<file path="src/rtl/ibex_pext_mult16.sv">
// ibex_pext_mult16: signed 16x16 SIMD multiply / multiply-accumulate for Zpn halfword ops.
// Uses the multdiv en/valid handshake and saturates accumulate ops to 32 bits.
module ibex_pext_mult16 #(
   parameter bit DualMult = 1'b0
) (
   input  logic        clk_i,
   input  logic        rst_ni,
   input  logic        en_i,
   input  logic [4:0]  zpn_operator_i,
   input  logic [31:0] operand_a_i,
   input  logic [31:0] operand_b_i,
   input  logic [31:0] operand_c_i,
   output logic        valid_o,
   output logic [31:0] result_o,
   output logic        ov_o
);
   localparam logic [4:0] OP_SMBB16 = 5'd1,  OP_SMBT16 = 5'd2,  OP_SMTT16 = 5'd3;
   localparam logic [4:0] OP_KMDA   = 5'd4,  OP_KMXDA  = 5'd5,  OP_SMDS   = 5'd6;
   localparam logic [4:0] OP_SMDRS  = 5'd7,  OP_SMXDS  = 5'd8,  OP_KMABB  = 5'd9;
   localparam logic [4:0] OP_KMABT  = 5'd10, OP_KMATT  = 5'd11, OP_KMADA  = 5'd12;
   localparam logic [4:0] OP_KMAXDA = 5'd13, OP_KMADS  = 5'd14, OP_KMADRS = 5'd15;
   localparam logic [4:0] OP_KMAXDS = 5'd16, OP_KMSDA  = 5'd17, OP_KMSXDA = 5'd18;

   typedef enum logic [1:0] {S_IDLE, S_STEP1, S_DONE} state_e;

   state_e              r_state;
   logic signed [33:0]  r_acc;
   logic [7:0]          w_ctl;
   logic signed [15:0]  w_a0, w_b0;
   logic signed [31:0]  w_p0, w_p1;
   logic signed [33:0]  w_init, w_e0, w_e1, w_sum0, w_first, w_step;
   logic                w_sel1, w_ovf;

   // ctl = {legal, P0 a.hi, P0 b.hi, sub P0, sub P1, two products, use c, saturate};
   // P1 always uses the opposite halves of P0.
   always_comb begin
      w_ctl = 8'b0;
      case (zpn_operator_i)
         OP_SMBB16: w_ctl = 8'b1000_0000;
         OP_SMBT16: w_ctl = 8'b1010_0000;
         OP_SMTT16: w_ctl = 8'b1110_0000;
         OP_KMDA:   w_ctl = 8'b1110_0101;
         OP_KMXDA:  w_ctl = 8'b1100_0101;
         OP_SMDS:   w_ctl = 8'b1110_1100;
         OP_SMDRS:  w_ctl = 8'b1000_1100;
         OP_SMXDS:  w_ctl = 8'b1100_1100;
         OP_KMABB:  w_ctl = 8'b1000_0011;
         OP_KMABT:  w_ctl = 8'b1010_0011;
         OP_KMATT:  w_ctl = 8'b1110_0011;
         OP_KMADA:  w_ctl = 8'b1110_0111;
         OP_KMAXDA: w_ctl = 8'b1100_0111;
         OP_KMADS:  w_ctl = 8'b1110_1111;
         OP_KMADRS: w_ctl = 8'b1000_1111;
         OP_KMAXDS: w_ctl = 8'b1100_1111;
         OP_KMSDA:  w_ctl = 8'b1111_1111;
         OP_KMSXDA: w_ctl = 8'b1101_1111;
         default:   w_ctl = 8'b0;
      endcase
   end

   assign w_sel1 = (r_state == S_STEP1);
   assign w_a0   = (w_ctl[6] ^ w_sel1) ? operand_a_i[31:16] : operand_a_i[15:0];
   assign w_b0   = (w_ctl[5] ^ w_sel1) ? operand_b_i[31:16] : operand_b_i[15:0];
   assign w_p0   = w_a0 * w_b0;

   if (DualMult) begin : g_dual
      logic signed [15:0] w_a1, w_b1;
      assign w_a1 = w_ctl[6] ? operand_a_i[15:0] : operand_a_i[31:16];
      assign w_b1 = w_ctl[5] ? operand_b_i[15:0] : operand_b_i[31:16];
      assign w_p1 = w_a1 * w_b1;
   end else begin : g_single
      assign w_p1 = '0;
   end

   assign w_init  = w_ctl[1] ? {{2{operand_c_i[31]}}, operand_c_i} : '0;
   assign w_e0    = {{2{w_p0[31]}}, w_p0};
   assign w_e1    = {{2{w_p1[31]}}, w_p1};
   assign w_sum0  = w_ctl[4] ? w_init - w_e0 : w_init + w_e0;
   assign w_first = (DualMult && w_ctl[2]) ? (w_ctl[3] ? w_sum0 - w_e1 : w_sum0 + w_e1) : w_sum0;
   assign w_step  = w_ctl[3] ? r_acc - w_e0 : r_acc + w_e0;

   always_ff @(posedge clk_i or negedge rst_ni) begin
      if (!rst_ni) begin
         r_state <= S_IDLE;
         r_acc   <= '0;
      end else begin
         case (r_state)
            S_IDLE: if (en_i) begin
               r_acc   <= w_ctl[7] ? w_first : '0;
               r_state <= (w_ctl[7] && w_ctl[2] && !DualMult) ? S_STEP1 : S_DONE;
            end
            S_STEP1: begin
               r_acc   <= en_i ? w_step : '0;
               r_state <= en_i ? S_DONE : S_IDLE;
            end
            default: r_state <= S_IDLE;
         endcase
      end
   end

   // Top three bits disagree when the value does not fit in 32 signed bits.
   assign w_ovf    = w_ctl[0] && !((&r_acc[33:31]) || !(|r_acc[33:31]));
   assign valid_o  = (r_state == S_DONE) && en_i;
   assign ov_o     = valid_o && w_ovf;
   assign result_o = !valid_o ? 32'h0 :
                     w_ovf ? (r_acc[33] ? 32'h8000_0000 : 32'h7FFF_FFFF) : r_acc[31:0];
endmodule

</file>
<file path="config.mk">
export PLATFORM = sky130hd
export DESIGN_NAME = ibex_pext_mult16
export DESIGN_NICKNAME = d
export VERILOG_FILES = /design/src/rtl/ibex_pext_mult16.sv
export SDC_FILE = /design/constraint.sdc
export NUM_CORES = 1
export LEC_CHECK = 0
export ABC_CLOCK_PERIOD_IN_PS = 25400
export BUFFER_PORTS_ARGS = -buffer_cell sky130_fd_sc_hd__buf_2
export CELL_PAD_IN_SITES_DETAIL_PLACEMENT = 1
export CELL_PAD_IN_SITES_GLOBAL_PLACEMENT = 1
export CORE_AREA = 2 2 186 188
export DETAILED_ROUTE_END_ITERATION = 10
export DIE_AREA = 0 0 188 190
export PLACE_DENSITY_LB_ADDON = 0.05
export SLEW_MARGIN = 20
export SYNTH_ARGS = -nofsm -noshare
export SYNTH_HDL_FRONTEND = slang
export SYNTH_SLANG_ARGS = --single-unit
</file>
<file path="constraint.sdc">
create_clock -name clk_i -period 25.4 [get_ports clk_i]
set_clock_uncertainty 0.05 [all_clocks]
set_input_delay 3.81 -clock clk_i [delete_from_list [all_inputs] [get_ports clk_i]]
set_output_delay 3.81 -clock clk_i [all_outputs]
set_load 0.03 [all_outputs]
</file>
## Word level (Yosys, flattened, before mapping)

Memories as Yosys holds them, arrays and structs flattened.
Cells that the tools add are included.

- Bits in registers: 36
- Bits in latches: 0
- Memory bits (writable): 0
- Bits in read-only memories: 256
- Input bits: 104
- Output and inout port bits: 34
- Word-level logic and storage cells: 41
- Memories: 1

Memory list:

| name | depth | bits a word | rd ports | clocked after memory_dff | wr ports | RTL line | RTL |
|---|---|---|---|---|---|---|---|
| (no name shown) | 32 | 8 | 1 | 0 | 0 | 38 | `case (zpn_operator_i)` |

- Add/sub/neg operators: 4
- $mul: 1
- Div/mod/pow operators: 0
- Order comparisons: 0
- Equality and inequality tests: 3
- Shifts and indexed selects: 0
- Muxes and demuxes: 16
- Bitwise operators: 2
- Reductions and logical operators: 12

Operators by type and width:

| cell | count |
|---|---|
| 34-bit 2-to-1 mux | 6 |
| 32-bit 2-to-1 mux | 3 |
| 34-bit by 32-bit adder with 34-bit output | 2 |
| 34-bit one-hot mux with 2 select lines | 1 |
| 34-bit by 32-bit subtractor with 34-bit output | 2 |
| 16-bit by 16-bit multiplier with 32-bit output | 1 |
| 16-bit 2-to-1 mux | 2 |
| 2-bit 2-to-1 mux | 3 |
| 1-bit logical AND | 4 |
| 2-bit one-hot mux with 2 select lines | 1 |
| 3-bit AND reduction | 1 |
| 3-bit OR reduction | 1 |
| 2-bit by 1-bit equality test with 1-bit output, second input constant | 1 |
| 2-bit equality test, second input constant | 1 |
| 1-bit zero test | 2 |
| 2-bit zero test | 1 |
| 2-bit inequality test, second input constant | 1 |
| 2-bit AND reduction | 1 |
| 2-bit nonzero test | 1 |
| 1-bit XOR | 2 |
| 1-bit logical OR | 1 |

## Logic depth before layout (Yosys ltp)

Gate-level depths: netlist (run 1).

- Depth after elaboration: 9
- Mapped depth: 47
- Gate-level depth less buffers: 45

## Worst setup path after synthesis (run 1)

No wires, ideal clock.

- Path type: in2reg
- From: in zpn_operator_i[0]
- To: reg r_acc[33]
- Library setup time: 0.124 ns
- Arrival: 14.404 ns
- Data required time: 25.226 ns
- Path slack: 10.822 ns
- Stages: 40
- Path through: ha_1 or3b_2 nand3_1 xor2_1 clkbuf_1 clkbuf_1 mux2i_1 nor2_1 fa_1 inv_1 fa_1 fa_1 fa_1 inv_1 fa_1 fa_1 ha_1 nand4_1 [4 not listed] or2_1 or4_4 or3_4 or3b_2 nand2_1 xnor2_1 ha_1 nor2b_1 o21ai_0 nand2b_1 a21oi_1 nor2_1 nor4_1 o41ai_1 a21oi_1 xnor3_1 a32o_1 a211o_1

- Longest elaborated chain between the ends: 9
- Elaborated cells between the ends (all ways): 17
- Classes of those cells: 4 x add/sub; 1 x mul; 9 x mux; 2 x bitwise; 1 x memory

RTL lines:

| what | RTL line | RTL |
|---|---|---|
| start: declaration | 9 | `input logic [4:0] zpn_operator_i,` |
| memory read 32 x 8 bit * | - |  |
| 1-bit XOR, on equally long branches | 62, 63 |  |
| 16-bit 2-to-1 mux, on equally long branches | 62, 63 |  |
| 16-bit by 16-bit multiplier with 32-bit output | 64 | `assign w_p0 = w_a0 * w_b0;` |
| 34-bit by 32-bit adder with 34-bit output / 34-bit by 32-bit subtractor with 34-bit output (equally long branches) | 78 | `assign w_sum0 = w_ctl[4] ? w_init - w_e0 : w_init + w_e0;` |
| 34-bit 2-to-1 mux | 78 |  |
| 34-bit 2-to-1 mux | 89 | `r_acc <= w_ctl[7] ? w_first : '0;` |
| 34-bit 2-to-1 mux | 88 | `S_IDLE: if (en_i) begin` |
| 34-bit one-hot mux with 2 select lines * | 87 | `case (r_state)` |
| end signal: assignment | 89 |  |
| end signal: assignment | 93 | `r_acc <= en_i ? w_step : '0;` |
| end: declaration | 27 | `logic signed [33:0] r_acc;` |

Mark *: on every way between the ends. The rest lies on a longest branch, timed or not. The select of a mux whose other input is x is not followed.
A chain may end at the register's enable or synchronous reset.

## Final worst setup path (run 1)

Same ends and word-level chain as after synthesis.

==> results of run 1 <==
-- flip-flops by register name, summed over array words and instances, names as in the netlist --
name	cells
r_acc	34
r_state	2
-- path summary, 6_finish.rpt --
path | startpoint | end | slack [ps] | cells past startpoint
min in group asynchronous | rst_ni | r_acc[1]$_DFFE_PN0P_ | 3570 | 1
hold reg to reg | r_acc[26]$_DFFE_PN0P_ | r_acc[26]$_DFFE_PN0P_ | 480 | 2
setup reg to reg | r_state[0]$_DFFE_PN0P_ | r_acc[33]$_DFFE_PN0P_ | 13590 | 38
max in group asynchronous | rst_ni | r_acc[33]$_DFFE_PN0P_ | 21150 | 1
hold / removal | r_acc[26]$_DFFE_PN0P_ | r_acc[26]$_DFFE_PN0P_ | 480 | 2
setup / recovery | zpn_operator_i[0] | r_acc[33]$_DFFE_PN0P_ | 10110 | 40
-- placed cells by master (no fill, tap or decap), types with 47 or more instances in the layout --
master,netlist,routed
inv_1,311,311
fa_1,264,264
nor2_1,251,250
nand2_1,219,219
ha_1,154,154
buf_2,6,137
xnor2_1,96,96
a21oi_1,90,90
o21ai_0,67,67
o21a_1,51,51
xor2_1,48,47
-- cell type report --
cell class | instances | area, um2
clock buffers | 5 | 125
clock inverters | 3 | 42.5
fillers | 4242 | 15100
inverters | 311 | 1170
multi-input cells | 1707 | 15100
flip-flops and latches | 36 | 901
well taps | 455 | 569
repair buffers | 162 | 873
-- routing by layer --
layer  wire (um)  vias to the layer above  track usage (%)
li1            -                     7167                -
met1       24600                     7692             43.1
met2       26900                      392             55.5
met3        2080                       96             2.08
met4        1850                        0             10.8
met5           0                        -                0
-- per-stage QoR --
step	area (um2)	hold slack, ps	utilization (%)	cells	setup WS [ps]
after detailed placement	18600	464	54.9	2671	9850
final	18800	478	55.4	2679	10110
after global placement	18600	452	54.9	2671	10010
after global routing	18800	515	55.4	2679	9410
after floorplan	17400	411	-	2117	10820
after CTS	18800	482	55.4	2679	10140
-- logic make-up after synthesis --
family | after synthesis
multiplexers | 65
AO/OA/AOI/OAI | 397
adder cells (fa/ha/maj) | 418
buffers and inverters | 374
flip-flops | 36
AND/OR/NAND/NOR | 679
XOR/XNOR | 148
-- critical path, delay by kind of cell --
kind	cells	cell delay (ps)
AOI/OAI and AO/OA	10	1850
and+or+nand+nor	12	3270
muxes	1	1010
buffers and inverters	4	730
xor gates and xnor gates	4	690
adders and majority gates	9	4010
==> results.cfg, run 1 <==
[outcome]
outcome = completed

[timing]
relSlewSlack_pct = 20.0
worst_slew_pin_slew_ps = 1170
fmax_mhz = 65.4
timing.final.crit_share_pct = 60.2
hold_violations = 0
slew_violations = 0
rsz0062_at_grt = no
layout_min_cycle_time_ps = 15290
setup_tns_ps = 0
setup_viol_count_final = 0

[placed_design]
gp_congestion = 0.936
io_buffers = 137
hpwl_mm = 47.5

[cts]
clk_pin_slew_ps = 60
cts_buffers = 5
cts.repair.resized = 0
cts_num_sinks = 36
postCtsHoldBufs = 0
root_buffer = clkbuf_16
clock_path_buffers = 2
postCtsSetupBuffers = 0
clkLatencyLatePin_ps = 290
htree_levels = 2
cts_tree = yes

[synthesis]
synth_edf_count = 0
synth-simple-area-share_pct = 17.7
synth.distinct_cells = 91
synth_compound_area_share_pct = 15.6
syn_area_per_cell_um2 = 8.22
synth.area.top_cells = fa_1 30%, ha_1 11%, inv_1 6.7%
synth_commonest_cells = 311 x inv_1, 264 x fa_1, 251 x nor2_1
synth_largest_area_cell = fa_1
synthCells = 2117
synth-seq-cells = 36
synth_area_um2 = 17400
synth_fa_ha_area_share_pct = 41.4
synth_flop_cell = dfrtp_1
synth_top_area_share_pct = 30.4
synthXorXnorAreaFrac_pct = 7.79
async_reset_ff_share_pct = 100
synth_nets = 2639
synth_warnings = 0
synth.area.mux_share_pct = 4.04
synth_top_family_by_area = adder cells
yosys.cell_count.top_type = inv_1
seq_area_frac_synth_pct = 5.18

[die]
ioPinCount = 138
core_area_um2 = 33900
die_h_um = 190
initial_core_util_pct = 51.3
rows = 68
die_area_um2 = 35700
die_x_um = 188

[grt]
grt_start_max_net_pins = 68
grt_pass1_wl_mm = 91.5
grt_overflow = 0
gr-usage-all-layers_pct = 32.1
grt_pass1_vias = 17000
antenna_found_initial = 0

[route]
wl_per_cell_um = 20.7
first_pass_iters = 5
routed_wl_mm = 55.4
drt_iter0_drc = 741
route.vias.total = 15300
drc = 0
drtAntennaViolNets = 0
avgViaCountPerCell = 5.73

[worst_setup_path]
slowest_stage = mux2i_1
crit_top_cell = fa_1
end_kind = flop
max_stage_delay_ps = 1010
worstSetupPathType = in2reg
cp.arrival_ps = 15420
required_ps = 25530
cp-start-kind = input pin
crit_fanout = 32

[layout]
n_antenna_cell = 0
area_growth_pct = 8.06
final_nets = 2745
drive_above_1_share_pct = 11.0

[hold_path]
hold_class = reg2reg

[flow_run]
maxCapViolCount = 0
Power of run 1 is left out: the tool's default activity adds up to more than one toggle a clock period on the data nets, which glitch-free logic cannot reach.
==> inputs of run 2 (changes only) <==
--- a/config.mk
+++ b/config.mk
@@ -5,13 +5,14 @@
 export SDC_FILE = /design/constraint.sdc
 export NUM_CORES = 1
 export LEC_CHECK = 0
-export ABC_CLOCK_PERIOD_IN_PS = 25400
+export ABC_AREA = 1
+export ABC_CLOCK_PERIOD_IN_PS = 13700
 export BUFFER_PORTS_ARGS = -buffer_cell sky130_fd_sc_hd__buf_2
 export CELL_PAD_IN_SITES_DETAIL_PLACEMENT = 1
 export CELL_PAD_IN_SITES_GLOBAL_PLACEMENT = 1
-export CORE_AREA = 2 2 186 188
+export CORE_AREA = 2 2 217 219
 export DETAILED_ROUTE_END_ITERATION = 10
-export DIE_AREA = 0 0 188 190
+export DIE_AREA = 0 0 219 221
 export PLACE_DENSITY_LB_ADDON = 0.05
 export SLEW_MARGIN = 20
 export SYNTH_ARGS = -nofsm -noshare
==> constraint.sdc (replaced) <==
create_clock -name clk_i -period 13.7 [get_ports clk_i]
set_clock_uncertainty 0.05 [all_clocks]
set_input_delay 2.055 -clock clk_i [delete_from_list [all_inputs] [get_ports clk_i]]
set_output_delay 2.055 -clock clk_i [all_outputs]
set_load 0.03 [all_outputs]
==> results.cfg, run 2 <==
[outcome]
outcome = completed

[placed_design]
io_buffers = 137
hpwl_mm = 62.7
gp_congestion = 0.943

[grt]
grt_start_max_net_pins = 54
grt_overflow = 0
grt_pass1_wl_mm = 114
grt_pass1_vias = 20000
gr-usage-all-layers_pct = 30.4
antenna_found_initial = 1

[timing]
rsz0062_at_grt = no
relSlewSlack_pct = 30.8
timing.final.crit_share_pct = 94.8
slew_violations = 0
setup_viol_count_final = 0
hold_violations = 0
setup_tns_ps = 0
layout_min_cycle_time_ps = 12990
worst_slew_pin_slew_ps = 1040
fmax_mhz = 77.0

[die]
rows = 79
initial_core_util_pct = 40.5
core_area_um2 = 46100
die_x_um = 219
die_area_um2 = 48400
die_h_um = 221
ioPinCount = 138

[cts]
postCtsSetupBuffers = 0
cts_tree = yes
cts_num_sinks = 36
root_buffer = clkbuf_16
postCtsHoldBufs = 0
cts_buffers = 5
htree_levels = 2
clk_pin_slew_ps = 70
clock_path_buffers = 2
cts.repair.resized = 0
clkLatencyLatePin_ps = 300

[synthesis]
synth.area.top_cells = fa_1 28%, nand2_1 13%, inv_1 12%
synth_commonest_cells = 642 x nand2_1, 619 x inv_1, 348 x nor2_1
synth-seq-cells = 36
synth_area_um2 = 18700
synth-simple-area-share_pct = 27.5
synth_top_family_by_area = adder cells
synth_compound_area_share_pct = 12.6
async_reset_ff_share_pct = 100
yosys.cell_count.top_type = nand2_1
synth_largest_area_cell = fa_1
seq_area_frac_synth_pct = 4.83
syn_area_per_cell_um2 = 6.56
synth_warnings = 0
synth_flop_cell = dfrtp_1
synth.area.mux_share_pct = 0
synthXorXnorAreaFrac_pct = 2.19
synthCells = 2845
synth_nets = 3367
synth_edf_count = 0
synth_fa_ha_area_share_pct = 38.6
synth.distinct_cells = 57
synth_top_area_share_pct = 28.3

[layout]
final_nets = 3504
final_cell_mix = 642 x nand2_1, 619 x inv_1, 346 x nor2_1
n_antenna_cell = 0
largest_register = r_acc
drive_above_1_share_pct = 9.59
mostFrequentLayoutCell = nand2_1
largest_reg_flops = 34
fillers = 6205
largest_registers = r_acc: 34 flops, r_state: 2 flops
area_growth_pct = 9.42

[worst_setup_path]
cp.arrival_ps = 13170
reg2reg_slack_ps = 2380
crit_top_cell = inv_1
reg2reg_from = r_state[0]$_DFFE_PN0P_
end_kind = flop
worstSetupPathType = in2reg
startpoint = zpn_operator_i[1]
required_ps = 13880
reg2reg_to = r_acc[33]$_DFFE_PN0P_
crit_fanout = 13
max_stage_delay_ps = 600
slowest_stage = fa_1
cp-start-kind = input pin
critPathCapture = r_acc[33]$_DFFE_PN0P_
r2r_cells = 45

[route]
drc = 0
drtAntennaViolNets = 0
drt_iter0_drc = 1192
wl_per_cell_um = 20.0
routed_wl_mm = 71.8
route.vias.total = 19000
first_pass_iters = 5
avgViaCountPerCell = 5.29

[flow_run]
maxCapViolCount = 0

[hold_path]
hold_class = reg2reg
[run 2: cell count changes after synthesis, sizes merged, moves of 29 or more]
cell,delta
o21a,-45
nand2,+433
mux2,-29
inv,+322
nand3,+74
a21o,-31
xnor2,-91
mux2i,-36
o21ai,+128
nor2,+111
nor2b,-42
[run 2: per-layer routing]
layer | share of wire (%) | vias to the layer above | GRT usage [%]
met5 | 0.017 | - | 0
met4 | 1.2 | 2 | 4.12
li1 | - | 9014 | -
met1 | 49 | 9507 | 45.1
met2 | 43 | 403 | 46.6
met3 | 6.8 | 50 | 6.17
[run 2: kinds of logic after synthesis]
logic type      Yosys count
compound gates          417
xor+xnor                 44
fa+ha+maj               418
buf+inv                 703
flops                    36
simple gates           1227
[run 2: per-stage QoR]
step                      utilization, %  setup slack [ps]  hold WS (ps)  area, um2  cells
final                               44.3               711           471      20400   3590
after floorplan                        -              3050           423      18700   2845
after detailed placement            44.0               715           461      20300   3582
after CTS                           44.3               957           471      20400   3590
after global placement              44.0              1000           445      20300   3582
after global routing                44.3              4.95           499      20400   3590
[run 2: worst min path at each step]
stage | from | end | slack (ps) | cells after the start
final | r_state[0]$_DFFE_PN0P_ | r_state[0]$_DFFE_PN0P_ | 470 | 1
after detailed placement | r_state[0]$_DFFE_PN0P_ | r_state[0]$_DFFE_PN0P_ | 460 | 1
after CTS | r_state[0]$_DFFE_PN0P_ | r_state[0]$_DFFE_PN0P_ | 470 | 1
after global placement | r_state[0]$_DFFE_PN0P_ | r_state[0]$_DFFE_PN0P_ | 440 | 1
after floorplan | r_state[0]$_DFFE_PN0P_ | r_state[0]$_DFFE_PN0P_ | 420 | 1
after global routing | r_state[0]$_DFFE_PN0P_ | r_state[0]$_DFFE_PN0P_ | 500 | 1
[run 2: layout make-up]
class                           count  area (um2)  share of cell area, %
Sequential cell                    36         901                   4.41
Clock buffer                        7         143                  0.698
Multi-Input combinational cell   2106       15100                   74.1
Inverter                          647        2430                   11.9
Timing Repair Buffer              186        1050                   5.16
Tap cell                          607         759                   3.72
Clock inverter                      1        7.51                 0.0368
[run 2: worst max-delay path: cells and delay by family]
family                   cells  cell delay, ps
AO/OA/AOI/OAI                4            1220
XOR/XNOR                     2             410
adder cells (fa/ha/maj)      9            3880
buffers and inverters       11            1570
AND/OR/NAND/NOR             22            4000
Power of run 2 is left out for the same reason.
==> inputs of run 3 (changes only) <==
--- a/config.mk
+++ b/config.mk
@@ -14,6 +14,7 @@
 export DETAILED_ROUTE_END_ITERATION = 10
 export DIE_AREA = 0 0 219 221
 export PLACE_DENSITY_LB_ADDON = 0.05
+export RECOVER_POWER = 50
 export SLEW_MARGIN = 20
 export SYNTH_ARGS = -nofsm -noshare
 export SYNTH_HDL_FRONTEND = slang
==> results.cfg, run 3 (synthesis results as in run 2) <==
[worst_setup_path]
r2r_cells = 45
end_kind = flop
crit_fanout = 13
path_delay_family = simple AND/OR/NAND/NOR gates
reg2reg_slack_ps = 2410
max_stage_delay_ps = 600
worstSetupPathType = in2reg
crit_top_cell = inv_1
reg2reg_to = r_acc[33]$_DFFE_PN0P_
crit_cells = 48
cp-start-kind = input pin
slowest_stage = fa_1
crit_buf_inv = 11
required_ps = 13880
reg2reg_from = r_state[0]$_DFFE_PN0P_
cp.arrival_ps = 13140

[layout]
n_antenna_cell = 0
fillers = 6207
final_nets = 3504
largest_register = r_acc
final_cell_mix = 642 x nand2_1, 619 x inv_1, 346 x nor2_1
largest_registers = r_acc: 34 flops, r_state: 2 flops
largest_reg_flops = 34
area_growth_pct = 9.30
mostFrequentLayoutCell = nand2_1
drive_above_1_share_pct = 9.12

[route]
wl_per_cell_um = 20.0
drt_iter0_drc = 1198
route.vias.total = 19000
routed_wl_mm = 71.8
avgViaCountPerCell = 5.28
drtAntennaViolNets = 0
met1_length_mm = 35.3
routed-wl-met2_mm = 30.8
top_layer = met5
first_pass_iters = 5
met3_wirelength_mm = 4.78
drc = 0

[hold_path]
min-delay-start = r_state[0]$_DFFE_PN0P_
hold_path_depth = 1
hold_class = reg2reg
holdPathEnd = r_state[0]$_DFFE_PN0P_

[timing]
setup_tns_ps = 0
hold_violations = 0
fmax_mhz = 77.1
slew_violations = 37
timing.final.crit_share_pct = 94.6
worst_slew_pin_slew_ps = 2510
setup_viol_count_final = 0
layout_min_cycle_time_ps = 12960
rsz0062_at_grt = no
relSlewSlack_pct = -67.1

[die]
ioPinCount = 138
rows = 79
core_area_um2 = 46100
initial_core_util_pct = 40.5
die_area_um2 = 48400
die_x_um = 219
die_h_um = 221

[grt]
grt_pass1_vias = 20000
gr-usage-all-layers_pct = 30.4
grt_pass1_wl_mm = 114
grt_overflow = 0
antenna_found_initial = 1
grt_start_max_net_pins = 54

[outcome]
violations = max-capacitance violations, max-slew violations
outcome = finished, violations left

[cts]
clock_path_buffers = 2
clk_pin_slew_ps = 70
clkLatencyLatePin_ps = 300
root_buffer = clkbuf_16
cts.repair.resized = 0
htree_levels = 2
postCtsHoldBufs = 0
cts_num_sinks = 36
cts_buffers = 5
cts_tree = yes
postCtsSetupBuffers = 0

[placed_design]
hpwl_mm = 62.7
io_buffers = 137
gp_congestion = 0.943

[flow_run]
maxCapViolCount = 1
[run 3: worst max-delay path by stage]
stage / startpoint / endpoint / slack, ps
finish: zpn_operator_i[1] / r_acc[33]$_DFFE_PN0P_ / 740
global route: zpn_operator_i[1] / r_acc[33]$_DFFE_PN0P_ / 5
CTS: zpn_operator_i[1] / r_acc[33]$_DFFE_PN0P_ / 960
detailed placement: zpn_operator_i[1] / r_acc[33]$_DFFE_PN0P_ / 720
global placement: zpn_operator_i[1] / r_acc[33]$_DFFE_PN0P_ / 1000
floorplan: zpn_operator_i[1] / r_acc[33]$_DFFE_PN0P_ / 3050
[run 3: routing by layer]
layer | GRT usage (%) | vias up
met5 | 0 | -
met4 | 4.12 | 2
met3 | 6.17 | 49
met2 | 46.6 | 395
met1 | 45.1 | 9487
li1 | - | 9017
[run 3: area by class of cell]
type                    instances  area [um2]  share of cell area (%)
flip-flops and latches         36         901                    4.42
repair buffers                186        1030                    5.07
well taps                     607         759                    3.72
multi-input cells            2106       15100                    74.1
inverters                     647        2430                    11.9
clock buffers                   7         143                   0.699
clock inverters                 1        7.51                  0.0368
[run 3: worst register-to-register path, delay by kind of cell (launching register included)]
family / cells / cell delay [ps]
adders and majority gates: 8 / 3710
buffers and inverters: 9 / 1450
AOI/OAI and AO/OA: 3 / 930
DFF: 1 / 400
xor gates and xnor gates: 2 / 400
and+or+nand+nor: 23 / 4280
[run 3: per-stage QoR]
| stage | utilization (%) | instances | cell area [um2] | hold slack (ps) | worst slack, ps |
|---|---|---|---|---|---|
| after floorplan | - | 2845 | 18700 | 423 | 3050 |
| after global placement | 44.0 | 3582 | 20300 | 445 | 1000 |
| after detailed placement | 44.0 | 3582 | 20300 | 461 | 715 |
| after CTS | 44.3 | 3590 | 20400 | 471 | 957 |
| after global routing | 44.3 | 3590 | 20400 | 499 | 4.56 |
| final | 44.3 | 3590 | 20400 | 472 | 736 |
Power of run 3 is left out for the same reason.
